--- config.mk ---
export PLATFORM = sky130hd
export DESIGN_NAME = axis_ps_stream_arbiter
export DESIGN_NICKNAME = d
export VERILOG_FILES = /design/src/rtl/rfsoc_ctrl_pkg.sv /design/src/rtl/rr_grant_select.sv /design/src/rtl/axis_ps_stream_arbiter.sv
export SDC_FILE = /design/constraint.sdc
export NUM_CORES = 1
export LEC_CHECK = 0
export BUFFER_PORTS_ARGS = -buffer_cell sky130_fd_sc_hd__buf_2
export CELL_PAD_IN_SITES_DETAIL_PLACEMENT = 1
export CELL_PAD_IN_SITES_GLOBAL_PLACEMENT = 1
export CORE_MARGIN = 2
export CORE_UTILIZATION = 33
export DETAILED_ROUTE_END_ITERATION = 8
export PLACE_DENSITY_LB_ADDON = 0.08
export SLEW_MARGIN = 20
export SYNTH_ARGS = -nofsm -noshare
export SYNTH_HDL_FRONTEND = slang
export SYNTH_HIERARCHICAL = 1
export SYNTH_SLANG_ARGS = --single-unit
--- constraint.sdc ---
create_clock -name ps_clk -period 2.6 [get_ports ps_clk]
set_input_delay 0 -clock ps_clk [delete_from_list [all_inputs] [get_ports ps_clk]]
set_output_delay 0 -clock ps_clk [all_outputs]
set_load 0.01 [all_outputs]
--- src/rtl/rfsoc_ctrl_pkg.sv ---
// Shared definitions for the PS-side control/datapath blocks.
// Holds the PL word width, the arbiter state type and the round-robin search helper.
package rfsoc_ctrl_pkg;

  localparam int unsigned PL_WORD_W = 256;
  localparam int unsigned MAX_SRC   = 16;

  typedef enum logic [1:0] {ARB_IDLE, ARB_PASS, ARB_PAD} arb_state_t;

  // Returns {hit, index}: first requester after 'last', wrapping modulo num_src.
  function automatic logic [4:0] rr_next(input logic [15:0]   req,
                                         input logic [3:0]    last,
                                         input int unsigned   num_src);
    logic [4:0]  res;
    int unsigned idx;
    res = '0;
    for (int unsigned k = 1; k <= MAX_SRC; k++) begin
      if (k <= num_src && !res[4]) begin
        idx = (32'(last) + k) % num_src;
        if (req[idx[3:0]]) res = {1'b1, idx[3:0]};
      end
    end
    return res;
  endfunction

endpackage

--- src/rtl/rr_grant_select.sv ---
// Combinational round-robin priority search over NUM_SRC requesters.
// The search starts one past the previous grant so a winner cannot repeat while others wait.
module rr_grant_select
  import rfsoc_ctrl_pkg::*;
#(
  parameter int unsigned NUM_SRC = 4,
  localparam int unsigned CH_W   = (NUM_SRC > 1) ? $clog2(NUM_SRC) : 1
) (
  input  logic [NUM_SRC-1:0] req_i,
  input  logic [CH_W-1:0]    last_i,
  output logic               hit_o,
  output logic [CH_W-1:0]    idx_o
);

  logic [4:0] res;

  always_comb begin
    res   = rr_next(16'(req_i), 4'(last_i), NUM_SRC);
    hit_o = res[4];
    idx_o = CH_W'(res[3:0]);
  end

endmodule

--- src/rtl/axis_ps_stream_arbiter.sv ---
// Packet-granular round-robin arbiter onto the single PS AXIS path into the PS-to-PL converter.
// Short packet tails are zero-padded so every packet fills whole PL words.
module axis_ps_stream_arbiter
  import rfsoc_ctrl_pkg::*;
#(
  parameter int unsigned NUM_SRC = 4,
  parameter int unsigned PS_W    = 32,
  localparam int unsigned WPB    = PL_WORD_W / PS_W,
  localparam int unsigned CH_W   = (NUM_SRC > 1) ? $clog2(NUM_SRC) : 1
) (
  input  logic                    ps_clk,
  input  logic                    rst,
  input  logic [NUM_SRC*PS_W-1:0] s_axis_tdata,
  input  logic [NUM_SRC-1:0]      s_axis_tvalid,
  input  logic [NUM_SRC-1:0]      s_axis_tlast,
  output logic [NUM_SRC-1:0]      s_axis_tready,
  output logic [PS_W-1:0]         m_axis_tdata,
  output logic                    m_axis_tvalid,
  output logic                    m_axis_tlast,
  output logic [CH_W-1:0]         m_axis_tdest,
  input  logic                    m_axis_tready,
  output logic                    busy,
  output logic [CH_W-1:0]         grant_id,
  output logic [15:0]             pad_count
);

  localparam int unsigned CNT_W = (WPB > 1) ? $clog2(WPB) : 1;

  arb_state_t      state_q;
  logic [CH_W-1:0] grant_q;
  logic [CNT_W-1:0] word_cnt_q;
  logic [15:0]     pad_cnt_q;

  logic            out_free;
  logic            rr_hit;
  logic [CH_W-1:0] rr_idx;
  logic [PS_W-1:0] sel_data;
  logic            sel_valid;
  logic            sel_last;
  logic            hs;
  logic            word_last;
  logic [CNT_W-1:0] word_cnt_nxt;

  rr_grant_select #(
    .NUM_SRC(NUM_SRC)
  ) u_rr_grant_select (
    .req_i (s_axis_tvalid),
    .last_i(grant_q),
    .hit_o (rr_hit),
    .idx_o (rr_idx)
  );

  always_comb begin
    out_free     = !m_axis_tvalid || m_axis_tready;
    sel_data     = s_axis_tdata[grant_q*PS_W +: PS_W];
    sel_valid    = s_axis_tvalid[grant_q];
    sel_last     = s_axis_tlast[grant_q];
    hs           = (state_q == ARB_PASS) && sel_valid && out_free;
    word_last    = (word_cnt_q == CNT_W'(WPB - 1));
    word_cnt_nxt = word_last ? '0 : word_cnt_q + 1'b1;
    s_axis_tready = '0;
    if (state_q == ARB_PASS) s_axis_tready[grant_q] = out_free;
  end

  always_ff @(posedge ps_clk or negedge rst) begin
    if (!rst) begin
      state_q       <= ARB_IDLE;
      grant_q       <= CH_W'(NUM_SRC - 1);
      word_cnt_q    <= '0;
      pad_cnt_q     <= '0;
      m_axis_tvalid <= 1'b0;
      m_axis_tlast  <= 1'b0;
      m_axis_tdata  <= '0;
      m_axis_tdest  <= '0;
    end else begin
      unique case (state_q)
        ARB_IDLE: begin
          if (out_free) begin
            m_axis_tvalid <= 1'b0;
            m_axis_tlast  <= 1'b0;
          end
          // Arbitration bubble: grant only, no data accepted this cycle.
          if (rr_hit) begin
            grant_q <= rr_idx;
            state_q <= ARB_PASS;
          end
        end
        ARB_PASS: begin
          if (hs) begin
            m_axis_tvalid <= 1'b1;
            m_axis_tdata  <= sel_data;
            m_axis_tdest  <= grant_q;
            word_cnt_q    <= word_cnt_nxt;
            m_axis_tlast  <= sel_last && word_last;
            if (sel_last) begin
              if (word_last) begin
                state_q <= ARB_IDLE;
              end else begin
                state_q <= ARB_PAD;
                if (pad_cnt_q != 16'hFFFF) pad_cnt_q <= pad_cnt_q + 16'd1;
              end
            end
          end else if (out_free) begin
            m_axis_tvalid <= 1'b0;
          end
        end
        ARB_PAD: begin
          if (out_free) begin
            m_axis_tvalid <= 1'b1;
            m_axis_tdata  <= '0;
            m_axis_tdest  <= grant_q;
            m_axis_tlast  <= word_last;
            word_cnt_q    <= word_cnt_nxt;
            if (word_last) state_q <= ARB_IDLE;
          end
        end
        default: state_q <= ARB_IDLE;
      endcase
    end
  end

  assign busy      = (state_q != ARB_IDLE);
  assign grant_id  = grant_q;
  assign pad_count = pad_cnt_q;

endmodule

# Word-level counts from Yosys, hierarchy flattened
# Index checks and enable logic that the tools add are counted.
[classes]
muxes = 47
n_eq_ne = 10
addsub = 6
magnitude_cmp = 6
n_bitwise = 2
n_reduce_logical = 16
n_shift = 1
[ops]
columns = ["operator", "n"]
rows = [
  ["indexed part select 128 x 8 -> 32 bit", 1],
  ["2-to-1 mux 32 bit", 2],
  ["one-hot mux 32 bit (2 select lines)", 1],
  ["2-to-1 mux 5 bit", 7],
  ["< comparator 2 x 5 -> 1 bit (second input constant)", 4],
  ["adder 16 x 1 -> 16 bit (second input constant)", 1],
  ["2-to-1 mux 2 bit", 8],
  ["inequality test 16 bit (second input constant)", 1],
  ["2-to-1 mux 1 bit", 13],
  ["binary-select mux 1 bit (select 2 bit)", 6],
  ["inequality test 2 bit (second input constant)", 5],
  ["AND reduction 5 bit", 2],
  ["2-to-1 mux 3 bit", 3],
  ["one-hot mux 1 bit (3 select lines)", 2],
  ["one-hot mux 2 bit (3 select lines)", 1],
  ["one-hot mux 3 bit (2 select lines)", 1],
  ["adder 2 x 1 -> 2 bit (second input constant)", 2],
  ["adder 2 bit (second input constant)", 2],
  ["bitwise AND 4 bit", 1],
  ["logical AND 1 bit", 4],
  ["2-to-1 mux 4 bit", 1],
  ["one-hot mux 2 bit (2 select lines)", 1],
  ["AND reduction 2 bit", 2],
  ["AND reduction 4 bit", 1],
  ["15 further kinds", 16],
]
[totals]
input_bits = 139
wordCells = 96
register_bits = 59
output_inout_bits = 59

# Logic depth before layout (Yosys ltp)
# Gate-level depths: netlist of the first run.
[logic_depth]
word_depth = 12
ltp_mapped = 8
depth_no_buf = 7

# Cells and area by module
# The synthesis of the first run kept the hierarchy.
[by_module_without_submodules]
columns = ["module", "n_inst", "seq_area_each_um2", "cells_per_inst", "area_each_um2"]
rows = [
  ["axis_ps_stream_arbiter", 1, 1478.9, 326, 3623.5],
  ["rr_grant_select", 1, 0.0, 14, 91.3],
]

# Worst setup path before layout of the first run
# Ideal clock, no wire load.
[synth_path]
path_type = "register -> register"
start = "register grant_q[1] (netlist: grant_id[1])"
end = "register m_axis_tdest[0]"
slack_ps = 553
stages_incl_launch_ff = 7
setup_time_ps = 125
t_arrival_ps = 1922
cell_sequence = "dfstp_2 buf_6 mux2i_1 mux2i_1 a21oi_2 buf_4 mux2_2"
[synth_between]
elab_chain_len = 6
[synth_rtl]
columns = ["item", "line_no", "text"]
rows = [
  ["from (decl)", "axis_ps_stream_arbiter.sv:30", "logic [CH_W-1:0] grant_q;"],
  ["from (signal assigned)", "axis_ps_stream_arbiter.sv:68", "grant_q <= CH_W'(NUM_SRC - 1);"],
  ["from (signal assigned)", "axis_ps_stream_arbiter.sv:84", "grant_q <= rr_idx;"],
  ["binary-select mux 1 bit (select 2 bit)", "axis_ps_stream_arbiter.sv:56", "sel_valid = s_axis_tvalid[grant_q];"],
  ["2-to-1 mux 1 bit (implied by the code)", "axis_ps_stream_arbiter.sv:56", ""],
  ["logical AND 1 bit (2 in series)", "axis_ps_stream_arbiter.sv:58", "hs = (state_q == ARB_PASS) && sel_valid && out_free;"],
  ["inequality test 2 bit (no source line)", "n/a", ""],
  ["AND reduction 3 bit (no source line)", "n/a", ""],
  ["to (signal assigned)", "axis_ps_stream_arbiter.sv:92", "m_axis_tdest <= grant_q;"],
  ["to (signal assigned)", "axis_ps_stream_arbiter.sv:111", "m_axis_tdest <= grant_q;"],
  ["to (decl)", "axis_ps_stream_arbiter.sv:20", "output logic [CH_W-1:0] m_axis_tdest,"],
]
# Every way passes these cells. The select of a mux whose other input is x is not followed.
# A chain may end at the register's enable or synchronous reset.

# Final worst setup path of the first run
[layout_path]
start = "register grant_q[1] (netlist: grant_id[1])"
end = "register m_axis_tdata[1]"
[layout_between]
elab_chain_len = 6
elab_cells_between_ends = 9
classes_between = "eq/ne (1); shift (1); mux (4); reduce/logical (3)"
[layout_rtl]
columns = ["item", "line_no", "text"]
rows = [
  ["branches (longest 6 deep; another with indexed part select 128 x 8 -> 32 bit)", "n/a", ""],
  ["to (signal assigned)", "axis_ps_stream_arbiter.sv:91", "m_axis_tdata <= sel_data;"],
  ["to (decl)", "axis_ps_stream_arbiter.sv:17", "output logic [PS_W-1:0] m_axis_tdata,"],
]
# Several ways; the timed one is not identified. The select of a mux whose other input is x is not followed.

==> results of run 1 <==
routing by layer:
metal / routed length, µm / GRT usage (%) / vias up
met5: 0 / 0 / -
met3: 812 / 5.29 / 15
met2: 5780 / 35.9 / 117
met4: 189 / 6.07 / 0
li1: - / - / 1619
met1: 4530 / 22.4 / 1683
metrics by stage:
step / total power [mW] / std cells
after floorplan: 3.63 / 340
after global placement: 4.51 / 662
after detailed placement: 4.61 / 662
after CTS: 5.83 / 679
after global routing: 6.22 / 680
final: 5.71 / 680
final cells by class:
class / count / share of cell area [%]
timing repair buffer: 205 / 20.8
antenna: 1 / 0.0486
tap: 140 / 3.40
clock inverter: 5 / 1.02
multi-input combinational: 249 / 40.5
sequential: 59 / 28.7
clock buffer: 11 / 4.71
inverter: 10 / 0.729
kinds of logic (layout without fill, tap and decap cells):
family	after synthesis	in the layout	synth area share (%)
and+or+nand+nor	125	125	16.7
DFF	59	59	39.8
AOI/OAI and AO/OA	54	54	9.06
muxes	49	49	24.4
buffers and inverters	32	231	4.21
xor gates and xnor gates	13	13	3.07
adders and majority gates	8	8	2.69
other	0	1	0
registers in the layout, summed over array words and instances (netlist names):
signal / cells
grant_id: 2
pad_count: 16
word_cnt_q: 3
m_axis_tlast: 1
m_axis_tvalid: 1
m_axis_tdata: 32
state_q: 2
m_axis_tdest: 2
cell usage in the layout (no fill, tap or decap), drive strengths merged, types with 4 or more instances in the layout:
cell type | synthesis | routed
buf | 13 | 204
nand2 | 77 | 77
nor3 | 10 | 10
mux2 | 10 | 10
ha | 8 | 8
mux4 | 32 | 32
xor2 | 12 | 12
clkinv | 1 | 4
clkbuf | 9 | 11
nor2 | 8 | 8
a21oi | 7 | 7
nor4 | 6 | 6
mux2i | 7 | 7
nand2b | 5 | 5
o21ai | 36 | 36
inv | 9 | 9
nand3 | 4 | 4
dfrtp | 57 | 57
worst paths after layout:
check | from | end | slack, ns
worst max-delay path | grant_id[1] | m_axis_tdata[1] | 0.34
worst min-delay path | m_axis_tready | m_axis_tvalid | 0.08
worst max register to register | grant_id[1] | m_axis_tdata[1] | 0.34
worst min register to register | m_axis_tdata[16] | m_axis_tdata[16] | 0.47
max in group asynchronous | rst | pad_count[3] | 1.69
min in group asynchronous | rst | m_axis_tdata[31] | 0.37
worst max-delay path: stages (launching register included):
cell and delay, ns:
dfstp_2 0.70, mux2i_1 0.39, mux2i_1 0.25, a21oi_4 0.39, buf_12 0.26, o21ai_0 0.13
power by group:
part           internal (mW)  total (mW)  leakage [nW]  switching, mW
sequential              1.30        1.58         0.747          0.277
combinational           1.40        2.95          1.76           1.55
clock                  0.762        1.18         0.145          0.415
what timing repair did:
item,4_1_cts,5_1_grt
setup endpoints to repair,0,0
hold buffers,1,0
endpoints found under the hold margin,57,0
==> results by group, run 1 <==
Timing
  – Hold Vio Cnt, Final: 0
  – Relative slew slack: 46.6%
  – Clock skew: 0.00404 ns
  – Final worst setup slack: approximately 0.34 ns
  – Max-slew violation count: 0
  – Tcrit/Tclk final: between 80% and 90%
  – Minimum clock period: 2.26 ns
  – Fmax: 443 MHz
  – Post-Route Setup TNS: 0 ns
  – Worst Hold Slack: 0.0829 ns
  – RSZ-0062 raised after global routing: no
  – Final setup viols: 0
  – Tightest Pin Transition: between 0.8 and 0.9 ns

Layout
  – Fill cell count: 1306
  – Layout Area Growth over Synthesis: 38.6%
  – Design area: 0.00515 mm²
  – Register area: 0.00148 mm²
  – Layout Nets: approximately 680
  – Multi-input gate area: between 0.002 and 0.0025 mm²
  – Final Util: 47.1%
  – Fraction of layout cells with a size suffix above 1: 50.6%

Hold path
  – Min-delay worst type: in -> reg
  – WHS Path Cells: 4

Logic synthesis
  – Mapped Cells: 340
  – Area share of the largest cell type after synthesis: 38.4%
  – Most frequent cells after synthesis: nand2_1 (77), dfrtp_1 (57), o21ai_0 (34)
  – EDFF count, synth: 0
  – Syn Nets: between 400 and 500
  – Area leader, netlist: dfrtp_1
  – Library cells used by synthesis: 48
  – Register area share after synthesis: 39.8%
  – Yosys synthesis warning count: 6
  – Primary FF master, synth: dfrtp_1
  – FF+latch count, synth: 59
  – Mean Syn Cell Area: 10.9 µm²
  – Cell with the most instances after synthesis: nand2_1
  – Area contributors post-synth: dfrtp_1 (38%), mux4_2 (19%), nand2_1 (7.8%)
  – Ys async rst share: 100%
  – Cell Area, Synth: 0.00371 mm²

CTS
  – Postcts setup bufs: 0
  – Total CTS buffers: 9
  – Total number of H-tree levels: 3
  – CTS Sinks: slightly below 60
  – Max Buffers Root-to-Sink: 2
  – Clk slew on worst S/H paths: 0.05 ns
  – Resized cells post-CTS: 0
  – CTS tree: yes
  – Worst-Skew Late Latency: 0.32 ns
  – Root Driver: clkbuf_16

GRT
  – Vias in the first global route: around 3700
  – Largest net degree at the start of global routing: 60
  – Antenna violations before repair: 1
  – GRT overflow: 0
  – First-pass GRT wire length: around 18000 µm
  – Total GRT Usage: between 10% and 20%

Place
  – Pre-CTS WS: 0.340 ns
  – Area after DPL: 0.00484 mm²
  – Post-DP HPWL: 8590 µm
  – Routability cong.: 0.758
  – Number of port buffers: just under 200

Power and ir drop
  – PD cells: about 1100 mW/mm²
  – Max rail drop VDD: 0.424 mV
  – Leak Pwr: 2.65 nW

Routing
  – WL/cell: about 17 µm
  – DRT antenna net count: 0
  – Via count of the routed design: roughly 3400
  – Routed wire length: 11300 µm
  – Starting DRT DRC Count: 106
  – DRT Pass-1 Iters: 4
  – Detailed-route DRC error count: 0
  – Via density per instance: 5.05

Critical path
  – Critical Path Fanout Max: 48
  – Crit path capture type: flip-flop
  – Req. time, crit path: 2.79 ns
  – Crit Path Class: reg -> reg
  – Startpoint types: flip-flop
  – R2r worst-path depth: 5
  – Worst Path Arrival: 2.45 ns

Floorplanning
  – Die width: 110 µm
  – Die H: roughly 110 µm
  – # IOs: between 150 and 200
  – Starting Density: 34.0%
  – Die area: 0.0121 mm²
  – Std cell rows: 38
  – Area of the core: roughly 0.011 mm²

Run
  – Max-Cap Viols: 0

Outcome
  – Status: completed
No activity file was read; power rests on OpenSTA's default activity.
==> run 2: changes to the inputs <==
--- a/config.mk
+++ b/config.mk
@@ -6,10 +6,8 @@
 export NUM_CORES = 1
 export LEC_CHECK = 0
 export BUFFER_PORTS_ARGS = -buffer_cell sky130_fd_sc_hd__buf_2
-export CELL_PAD_IN_SITES_DETAIL_PLACEMENT = 1
-export CELL_PAD_IN_SITES_GLOBAL_PLACEMENT = 1
 export CORE_MARGIN = 2
-export CORE_UTILIZATION = 33
+export CORE_UTILIZATION = 40
 export DETAILED_ROUTE_END_ITERATION = 8
 export PLACE_DENSITY_LB_ADDON = 0.08
 export SLEW_MARGIN = 20
==> run 2 against run 1 <==
Core utilization up 8.2 points. Clock power shrank 20%. Final area fell by 2.2%. Register-to-register slack improved by 0.02 ns. Worst hold slack worse by 0.011 ns. Sequential power is 3% lower. Via count is 2.0% lower. Clock skew is 0.0036 ns higher. Die area decreased by 17%. Largest cell class unchanged. Routed wire length down 11%.
==> results by group, run 2 (synthesis gave the netlist of run 1 again) <==
Power and ir drop
  – PD cells: 1070 mW/mm² (-3.7%)
  – Clock network power share: 17.6% (-3.0 points)
  – Internal: 3.26 mW (-5.9%)
  – Combinational power share: 53.7% (+2.0 points)
  – Flop pwr share: 28.7% (+1.1 points)
  – Leak Pwr: 2.62 nW (-1.1%)
  – Max rail drop VDD: 0.558 mV (+32%)
  – Sw Pwr: 2.12 mW (-5.6%)
  – Switch share: 39.4% (+0.066 points)

GRT
  – Antenna violations before repair: 1 (unchanged)
  – GRT overflow: 0 (unchanged)
  – First-pass GRT wire length: 16400 µm (-10%)
  – Largest net degree at the start of global routing: 57 (-5.0%)
  – Vias in the first global route: 3465 (-6.8%)
  – Total GRT Usage: 20.9% (+1.2 points)

Place
  – Routability cong.: 0.781 (+3.0%)
  – Number of port buffers: 197 (unchanged)
  – Area after DPL: 0.00480 mm² (-0.85%)
  – Post-DP HPWL: 7770 µm (-9.5%)
  – Post-placement cell count: 634 (-4.2%)

Timing
  – Relative slew slack: 59.0% (+12 points)
  – RSZ-0062 raised after global routing: no
  – Hold Vio Cnt, Final: 0 (unchanged)
  – Final setup viols: 0 (unchanged)
  – Clock skew: 0.00766 ns (+0.00363 ns)
  – Max-slew violation count: 0 (unchanged)
  – Fmax: 446 MHz (+0.68%)
  – Tcrit/Tclk final: 86.2% (-0.59 points)
  – Minimum clock period: 2.24 ns (-0.0153 ns)
  – Post-Route Setup TNS: 0 ns (unchanged)
  – Tightest Pin Transition: 0.615 ns (-0.186 ns)

Layout
  – Most common cell after layout, fill and taps aside: buf_2
  – Final Non-Filler Cells: 651 (-4.3%)
  – Max reg flops: 32 (unchanged)
  – Layout Area Growth over Synthesis: 35.6%
  – Most frequent cells in the layout: buf_2 (197), nand2_1 (77), dfrtp_1 (57)
  – Reg with most FFs: m_axis_tdata
  – Design area: 0.00504 mm² (-2.2%)
  – Layout Nets: 682 (+0.15%)
  – Register area: 0.00148 mm² (unchanged)
  – Fill cell count: 878 (-33%)
  – Fraction of layout cells with a size suffix above 1: 50.8% (+0.19 points)
  – Multi-input gate area: 0.00209 mm² (unchanged)

CTS
  – Hold bufs inserted after CTS: 1 (unchanged)
  – Total number of H-tree levels: 3 (unchanged)
  – Postcts setup bufs: 0 (unchanged)
  – Resized cells post-CTS: 0 (unchanged)
  – Root Driver: clkbuf_8
  – Total CTS buffers: 9 (unchanged)
  – Clk slew on worst S/H paths: 0.07 ns (+0.02 ns)
  – Worst-Skew Late Latency: 0.33 ns (about the same)
  – CTS tree: yes
  – Max Buffers Root-to-Sink: 2 (unchanged)
  – CTS Sinks: 59 (unchanged)

Floorplanning
  – # IOs: 198 (unchanged)
  – Std cell rows: 35 (-7.9%)
  – Area of the core: 0.00911 mm² (-17%)
  – Starting Density: 40.8% (+6.8 points)
  – Die H: 100 µm (-8.8%)
  – Die width: 100 µm (-8.8%)
  – Die area: 0.0101 mm² (-17%)

Routing
  – Detailed-route DRC error count: 0 (unchanged)
  – Via count of the routed design: 3364 (-2.0%)
  – Routed wire length: 10000 µm (-11%)
  – Via density per instance: 5.17 (+2.3%)
  – Starting DRT DRC Count: 74 (-30%)
  – WL/cell: 15.4 µm (-7.5%)
  – DRT Pass-1 Iters: 4 (unchanged)
  – DRT antenna net count: 0 (unchanged)

Critical path
  – Req. time, crit path: 2.82 ns (+0.03 ns)
  – Startpoint types: flip-flop
  – Crit Path Class: reg -> reg
  – Critical Path Fanout Max: 7 (-85%)
  – Crit path capture type: flip-flop
  – Worst Path Arrival: 2.46 ns (about the same)

Run
  – Max-Cap Viols: 0 (unchanged)

Hold path
  – Min-delay worst type: in -> reg

Outcome
  – Status: completed
## run 2: changes by cell type in the layout (fill, tap and decap cells not counted), sizes merged
cell | before | now
bufinv | 1 | 2
clkinv | 4 | 3
buf | 204 | 205
clkinvlp | 1 | 0
## run 2: path summary, 6_finish.rpt
| path | slack, ns | start | to | cells after the start |
|---|---|---|---|---|
| max in group asynchronous | 1.57 | rst | grant_id[1] | 3 |
| min | 0.07 | m_axis_tready | m_axis_tvalid | 4 |
| max | 0.36 | state_q[1] | pad_count[14] | 6 |
| min reg2reg | 0.48 | m_axis_tdata[21] | m_axis_tdata[21] | 2 |
| min in group asynchronous | 0.21 | rst | m_axis_tdata[3] | 2 |
| max reg2reg | 0.36 | state_q[1] | pad_count[14] | 6 |
## run 2: per-stage QoR
stage	utilization [%]	power (mW)	setup slack, ns	hold WS (ns)
2_1_floorplan	-	3.63	0.553	-0.296
3_3_place_gp	52.7	4.43	0.412	0.0520
3_5_place_dp	52.7	4.50	0.384	0.0581
4_1_cts	55.3	5.46	0.375	0.0678
5_1_grt	55.3	5.85	0.190	0.104
6_report	55.3	5.38	0.358	0.0721
## run 2: layout make-up
type | instances | area share (%)
antenna | 1 | 0.0497
clock buffer | 11 | 3.00
clock inverter | 4 | 1.47
inverter | 10 | 0.745
multi-input combinational | 249 | 41.4
sequential | 59 | 29.4
tap | 111 | 2.76
timing repair buffer | 206 | 21.2
## run 2: power groups by stage
stage	logic, mW	clock network (mW)	registers, mW
after floorplan	1.96	0	1.67
after global placement	2.87	0	1.56
after detailed placement	2.94	0	1.56
after CTS	2.94	0.970	1.55
after global routing	3.24	1.02	1.60
final	2.89	0.946	1.54
## run 2: critical path, stage by stage, from the launching register on
cell and delay [ns]:
dfrtp_1 0.42, inv_1 0.12, ha_1 0.30, and2_1 0.30, o2111ai_4 0.20, nor4_1 0.41, mux2_2 0.37
## run 2: layer usage
layer	up-vias	track usage (%)	wire, µm
met5	-	0	0
met4	0	7.90	204
met3	16	5.71	775
met2	132	34.7	4770
met1	1594	26.2	4260
li1	1622	-	-
